### src/rtl/uart_tx_buffered.sv
// uart_tx_buffered
// Buffered UART transmitter. Words written over a valid/ready port are queued
// in an internal FIFO and sent on TXout as frames: one start bit (0),
// BITWIDTH data bits LSB first, an optional parity bit and one stop bit (1).
// Every bit lasts DIV = CLOCK/BAUDRATE clk cycles; no generated clocks.
//
// Ports
//   clk       in   system clock, rising edge
//   rstn      in   asynchronous active-low reset (line forced idle, FIFO emptied)
//   TXen      in   permits new frames to start
//   wrValid   in   write request
//   wrData    in   [BITWIDTH-1:0] word to queue
//   wrReady   out  FIFO can accept (not full)
//   TXout     out  serial line, idle high
//   TXbusy    out  high while a frame is on the line
//   TXdone    out  high during the last cycle of a stop bit
//   fifoCount out  [$clog2(DEPTH):0] number of queued entries
module uart_tx_buffered #(
  parameter int CLOCK    = 100_000_000,
  parameter int BAUDRATE = 9600,
  parameter int BITWIDTH = 8,
  parameter int DEPTH    = 16,
  parameter int PARITY   = 0
) (
  input  logic                      clk,
  input  logic                      rstn,
  input  logic                      TXen,
  input  logic                      wrValid,
  input  logic [BITWIDTH-1:0]       wrData,
  output logic                      wrReady,
  output logic                      TXout,
  output logic                      TXbusy,
  output logic                      TXdone,
  output logic [$clog2(DEPTH):0]    fifoCount
);

  localparam int DIV   = CLOCK / BAUDRATE;
  localparam int DIV_W = (DIV > 1) ? $clog2(DIV) : 1;
  localparam int AW    = $clog2(DEPTH);
  localparam int CW    = AW + 1;
  localparam int IDX_W = $clog2(BITWIDTH);

  localparam logic [DIV_W-1:0] DIV_LAST = DIV_W'(DIV - 1);
  localparam logic [IDX_W-1:0] IDX_LAST = IDX_W'(BITWIDTH - 1);
  localparam logic [CW-1:0]    CNT_FULL = CW'(DEPTH);

  typedef enum logic [2:0] {
    S_IDLE   = 3'd0,
    S_START  = 3'd1,
    S_DATA   = 3'd2,
    S_PARITY = 3'd3,
    S_STOP   = 3'd4
  } state_t;

  // Parity bit for a word: even parity is the XOR of the data bits, odd is its inverse.
  function automatic logic parity_bit(input logic [BITWIDTH-1:0] data);
    logic odd;
    odd = (PARITY == 2) ? 1'b1 : 1'b0;
    return (^data) ^ odd;
  endfunction

  // FIFO storage and bookkeeping
  logic [BITWIDTH-1:0] mem_q [DEPTH];
  logic [AW-1:0]       wptr_q, wptr_d;
  logic [AW-1:0]       rptr_q, rptr_d;
  logic [CW-1:0]       count_q, count_d;
  logic                full_s, empty_s, push_s, pop_s, can_start_s;

  // Frame engine
  state_t              state_q, state_d;
  logic [DIV_W-1:0]    div_q, div_d;
  logic [IDX_W-1:0]    idx_q, idx_d;
  logic [BITWIDTH-1:0] shift_q, shift_d;
  logic                par_q, par_d;
  logic                bit_end_s;

  // Registered outputs
  logic                txout_q, txout_d;
  logic                txbusy_q, txbusy_d;
  logic                txdone_q, txdone_d;

  assign full_s      = (count_q == CNT_FULL);
  assign empty_s     = (count_q == {CW{1'b0}});
  // wrReady comes from the registered count only: a same-cycle pop frees nothing.
  assign push_s      = wrValid && !full_s;
  assign can_start_s = TXen && !empty_s;
  assign bit_end_s   = (div_q == DIV_LAST);

  assign wrReady   = !full_s;
  assign TXout     = txout_q;
  assign TXbusy    = txbusy_q;
  assign TXdone    = txdone_q;
  assign fifoCount = count_q;

  // FIFO data array: written only on an accepted push, no reset needed.
  always_ff @(posedge clk) begin
    if (push_s) begin
      mem_q[wptr_q] <= wrData;
    end
  end

  // State register: FSM, divider, shifter, FIFO pointers and the registered outputs.
  always_ff @(posedge clk or negedge rstn) begin
    if (!rstn) begin
      state_q  <= S_IDLE;
      div_q    <= {DIV_W{1'b0}};
      idx_q    <= {IDX_W{1'b0}};
      shift_q  <= {BITWIDTH{1'b0}};
      par_q    <= 1'b0;
      wptr_q   <= {AW{1'b0}};
      rptr_q   <= {AW{1'b0}};
      count_q  <= {CW{1'b0}};
      txout_q  <= 1'b1;
      txbusy_q <= 1'b0;
      txdone_q <= 1'b0;
    end else begin
      state_q  <= state_d;
      div_q    <= div_d;
      idx_q    <= idx_d;
      shift_q  <= shift_d;
      par_q    <= par_d;
      wptr_q   <= wptr_d;
      rptr_q   <= rptr_d;
      count_q  <= count_d;
      txout_q  <= txout_d;
      txbusy_q <= txbusy_d;
      txdone_q <= txdone_d;
    end
  end

  // Next-state logic: frame sequencing, pop decision and FIFO pointer/count update.
  always_comb begin
    state_d = state_q;
    div_d   = div_q;
    idx_d   = idx_q;
    shift_d = shift_q;
    par_d   = par_q;
    pop_s   = 1'b0;

    case (state_q)
      S_IDLE: begin
        if (can_start_s) begin
          pop_s   = 1'b1;
          state_d = S_START;
          div_d   = {DIV_W{1'b0}};
        end else begin
          state_d = S_IDLE;
        end
      end
      S_START: begin
        if (bit_end_s) begin
          div_d   = {DIV_W{1'b0}};
          idx_d   = {IDX_W{1'b0}};
          state_d = S_DATA;
        end else begin
          div_d = div_q + DIV_W'(1);
        end
      end
      S_DATA: begin
        if (bit_end_s) begin
          div_d   = {DIV_W{1'b0}};
          shift_d = {1'b0, shift_q[BITWIDTH-1:1]};
          if (idx_q == IDX_LAST) begin
            state_d = (PARITY != 0) ? S_PARITY : S_STOP;
          end else begin
            idx_d = idx_q + IDX_W'(1);
          end
        end else begin
          div_d = div_q + DIV_W'(1);
        end
      end
      S_PARITY: begin
        if (bit_end_s) begin
          div_d   = {DIV_W{1'b0}};
          state_d = S_STOP;
        end else begin
          div_d = div_q + DIV_W'(1);
        end
      end
      S_STOP: begin
        if (bit_end_s) begin
          div_d = {DIV_W{1'b0}};
          // Chaining straight into START keeps back-to-back frames gap-free.
          if (can_start_s) begin
            pop_s   = 1'b1;
            state_d = S_START;
          end else begin
            state_d = S_IDLE;
          end
        end else begin
          div_d = div_q + DIV_W'(1);
        end
      end
      default: begin
        state_d = S_IDLE;
        div_d   = {DIV_W{1'b0}};
      end
    endcase

    // A popped word is loaded with its parity precomputed.
    if (pop_s) begin
      shift_d = mem_q[rptr_q];
      par_d   = parity_bit(mem_q[rptr_q]);
    end else begin
      par_d = par_d;
    end

    wptr_d = push_s ? (wptr_q + AW'(1)) : wptr_q;
    rptr_d = pop_s  ? (rptr_q + AW'(1)) : rptr_q;
    case ({push_s, pop_s})
      2'b10:   count_d = count_q + CW'(1);
      2'b01:   count_d = count_q - CW'(1);
      default: count_d = count_q;
    endcase
  end

  // Output logic: line level, busy and done derived from the next state so they register cleanly.
  always_comb begin
    txout_d  = 1'b1;
    txbusy_d = (state_d != S_IDLE);
    txdone_d = (state_d == S_STOP) && (div_d == DIV_LAST);
    case (state_d)
      S_IDLE:   txout_d = 1'b1;
      S_START:  txout_d = 1'b0;
      S_DATA:   txout_d = shift_d[0];
      S_PARITY: txout_d = par_d;
      S_STOP:   txout_d = 1'b1;
      default:  txout_d = 1'b1;
    endcase
  end

endmodule

### config.mk
export PLATFORM = sky130hd
export DESIGN_NAME = uart_tx_buffered
export DESIGN_NICKNAME = d
export VERILOG_FILES = /design/src/rtl/uart_tx_buffered.sv
export SDC_FILE = /design/constraint.sdc
export NUM_CORES = 1
export LEC_CHECK = 0
export CORE_ASPECT_RATIO = 1.4
export CORE_UTILIZATION = 50
export CTS_CLUSTER_DIAMETER = 30
export DETAILED_ROUTE_END_ITERATION = 7
export GPL_TIMING_DRIVEN = 0
export HOLD_SLACK_MARGIN = 0.15
export PLACE_DENSITY = 0.67
export SLEW_MARGIN = 15
export SYNTH_ARGS = -nofsm -noshare
export SYNTH_HDL_FRONTEND = slang
export SYNTH_SLANG_ARGS = --single-unit
### constraint.sdc
create_clock -name clk -period 3.8 [get_ports clk]
set_input_delay 0.95 -clock clk [delete_from_list [all_inputs] [get_ports clk]]
set_output_delay 0.95 -clock clk [all_outputs]
set_load 0.005 [all_outputs]
==> out/qor.yml <==
floorplanning:
  die_w_um: 105
  core_region_area_mm2: 0.0145
  rows: 52
  initial_core_util_pct: 51.5
  top_level_ports: 21
  fp.dieH_um: 147
  die_area_mm2: 0.0154
synth:
  yosys.area_share.xor_xnor_pct: 3.05
  syn_area_per_cell_um2: 15.1
  synth_cell_types: 49
  syn_area_mm2: 0.00747
  synth-adder-area-share_pct: 2.01
  synth_top_family_by_area: "multiplexers"
  synthSimpleGateAreaFrac_pct: 9.39
  synth_compound_area_share_pct: 5.98
  yosysTopAreaCellShare_pct: 51.4
  synth.area.mux_share_pct: 10.4
  synth_area_leaders: "edfxtp_1 (51%), dfrtp_1 (15%), mux4_2 (6.6%)"
  synthesis.nets: 518
  synthFlopType: "edfxtp_1"
  yosys_warnings: 0
  netlist_instances: 494
  ys_seq_elements: 173
  synth_edf_count: 128
  seq_area_frac_synth_pct: 66.5
  synth-async-reset-ratio_pct: 26.0
  yosysTopAreaCell: "edfxtp_1"
detailed_routing:
  first_pass_iters: 4
  wire_per_inst_um: 19.9
  via_per_inst: 5.68
  drt_iter0_drc: 248
  route.antenna.remaining_nets: 0
  wl_um: 14600
  drc_errors: 0
  vias: 4187
final_layout:
  syn2layout_area_growth_pct: 14.2
  mostFrequentLayoutCells: "edfxtp_1 (128), nand2_1 (58), dfrtp_1 (44), nor2_1 (29)"
  stdcell_count: 737
  diodes: 0
  final_common_cell: "edfxtp_1"
  layout.nets: 559
  postLayoutCellArea_mm2: 0.00853
  drive_gt1_share_pct: 15.1
  n_fill_cell: 1092
sta:
  tightestPinTransition_ns: 0.843
  drv_slew: 0
  relSlewSlack_pct: 43.6
  fin_worst_skew_ns: 0.00920
  holdWs_ns: 0.482
  fin_setup_tns_ns: 0
  finalHoldViolations: 0
  post-route-period-util_pct: 92.2
  achievable-frequency_mhz: 286
  setup_violations: 0
  rsz0062_at_grt: "no"
  finalCriticalPeriod_ns: 3.50
global_routing:
  grt_pass1_wl_um: 23700
  grt_pass1_vias: 4291
  grt-ovfl-total: 0
  grt_max_degree: 29
  grt_antenna_before_repair: 0
  grt.total_usage_pct: 20.9
place:
  placed_area_mm2: 0.00795
  hpwlAfterDp_um: 10100
  place_congestion: 0.843
  port_buffers: 20
  dp.cells: 704
power:
  switching_share_pct: 26.6
  irDropWorstVdd_mv: 0.464
  pwr-share-clk_pct: 37.0
  leakage_nw: 2.96
  power_switching_w: 0.00120
  p_seq_share_pct: 50.8
  p_int_w: 0.00331
  power_density_mw_per_mm2: 529
  p_comb_share_pct: 12.2
  finalPower_w: 0.00451
clock_network:
  clk_latency_ns: 0.44
  root_buffer: "clkbuf_16"
  cts_buffers: 17
  clockBufferDepth: 2
  holdBufCountCts: 0
  cts_tree: "built"
  path_clk_slew_ns: 0.07
  numClockSinks: 173
  h-tree-depth: 4
critical_path:
  critPathRequiredTime_ns: 4.12
  cp-start-kind: "input port"
  critPathCaptureType: "flop"
  critPathMaxFanout: 11
  worst-setup-path-type: "input port to flop"
  arrival_ns: 3.82
worst_hold_path:
  min_path_type: "flop to flop"
flow_run:
  cap_violations: 0
outcome:
  outcome: "finished, final reports clean"
-- metal layers --
| metal | vias up | GRT usage, % | share of wire, % |
|---|---|---|---|
| met2 | 73 | 36.8 | 55 |
| met1 | 2127 | 25.1 | 40 |
| met3 | 16 | 3.93 | 2.8 |
| met4 | 0 | 8.52 | 1.9 |
| li1 | 1971 | - | - |
| met5 | - | 0 | 0 |
-- worst paths after layout --
kind | from | end | slack, ns | depth (start not counted)
worst max-delay path | TXen | fifoCount[4]$_DFFE_PN0P_ | 0.30 | 14
worst min-delay path | idx_q[1]$_DFFE_PN0P_ | idx_q[1]$_DFFE_PN0P_ | 0.48 | 2
worst max register to register | div_q[0]$_DFF_PN0_ | fifoCount[4]$_DFFE_PN0P_ | 0.44 | 16
worst min register to register | idx_q[1]$_DFFE_PN0P_ | idx_q[1]$_DFFE_PN0P_ | 0.48 | 2
max in group asynchronous | rstn | shift_q[7]$_DFFE_PN0P_ | 2.72 | 2
min in group asynchronous | rstn | wptr_q[0]$_DFFE_PN0P_ | 0.56 | 1
-- final cells by class --
class / instances / area [µm²] / area share (%)
timing repair buffer: 22 / 230 / 2.70
tap: 189 / 236 / 2.77
multi-input combinational: 288 / 2330 / 27.3
clock buffer: 18 / 429 / 5.03
sequential: 173 / 4970 / 58.3
clock inverter: 14 / 144 / 1.69
inverter: 11 / 41.3 / 0.484
buffer: 22 / 154 / 1.80
-- sequential cells by signal, indices dropped and copies added (netlist names) --
register	count
state_q	3
shift_q	8
fifoCount	5
wptr_q	4
idx_q	3
TXbusy	1
par_q	1
TXout	1
TXdone	1
mem_q	128
rptr_q	4
div_q	14
-- power by group through the flow --
stage	clock network [W]	registers (W)	logic [W]
after global routing	0.00177	0.00231	0.000609
after global placement	0	0.00232	0.000517
final	0.00167	0.00229	0.000549
after floorplan	0	0.00231	0.000327
after detailed placement	0	0.00233	0.000552
after CTS	0.00169	0.00229	0.000559
-- critical path, cell delays in order --
cell	delay, ns
clkdlybuf4s50_1	0.45
a21boi_1	0.42
and3_1	0.30
buf_4	0.21
ha_1	0.20
clkbuf_2	0.22
xor2_1	0.09
ha_1	0.22
o21ai_0	0.15
a21oi_1	0.09
a21oi_1	0.17
xor2_1	0.16
nor2_1	0.07
xor2_1	0.14
-- timing repair --
action / CTS / global route
buffers inserted: 0 / 1
hold endpoints to repair: 0 / 0
gates resized for setup: 1 / 2
endpoints found under the setup margin: 1 / 1
-- Yosys cell counts (6+ instances only) --
library cell and instances:
a21oi_1 10, a22oi_1 18, a31oi_1 6, clkbuf_1 7
dfrtp_1 44, edfxtp_1 128, ha_1 12, inv_1 11
mux4_1 10, mux4_2 22, nand2_1 58, nand3_1 9
nand4_1 7, nor2_1 29, nor3_1 9, o21ai_0 22
xnor2_1 14, xor2_1 12
-- cells by family after synthesis --
logic type / Yosys count
fa+ha+maj: 12
xor+xnor: 26
simple gates: 145
compound gates: 71
flops: 173
buf+inv: 33
mux: 34
-- stage by stage --
step                      utilization, %  setup WS, ns
final                               58.8         0.297
after detailed placement            54.8        -0.545
after global placement              54.5        -0.523
after floorplan                        -         0.527
after CTS                           58.8        0.0925
after global routing                58.8        0.0920
Power figures use the tool's default switching activity.
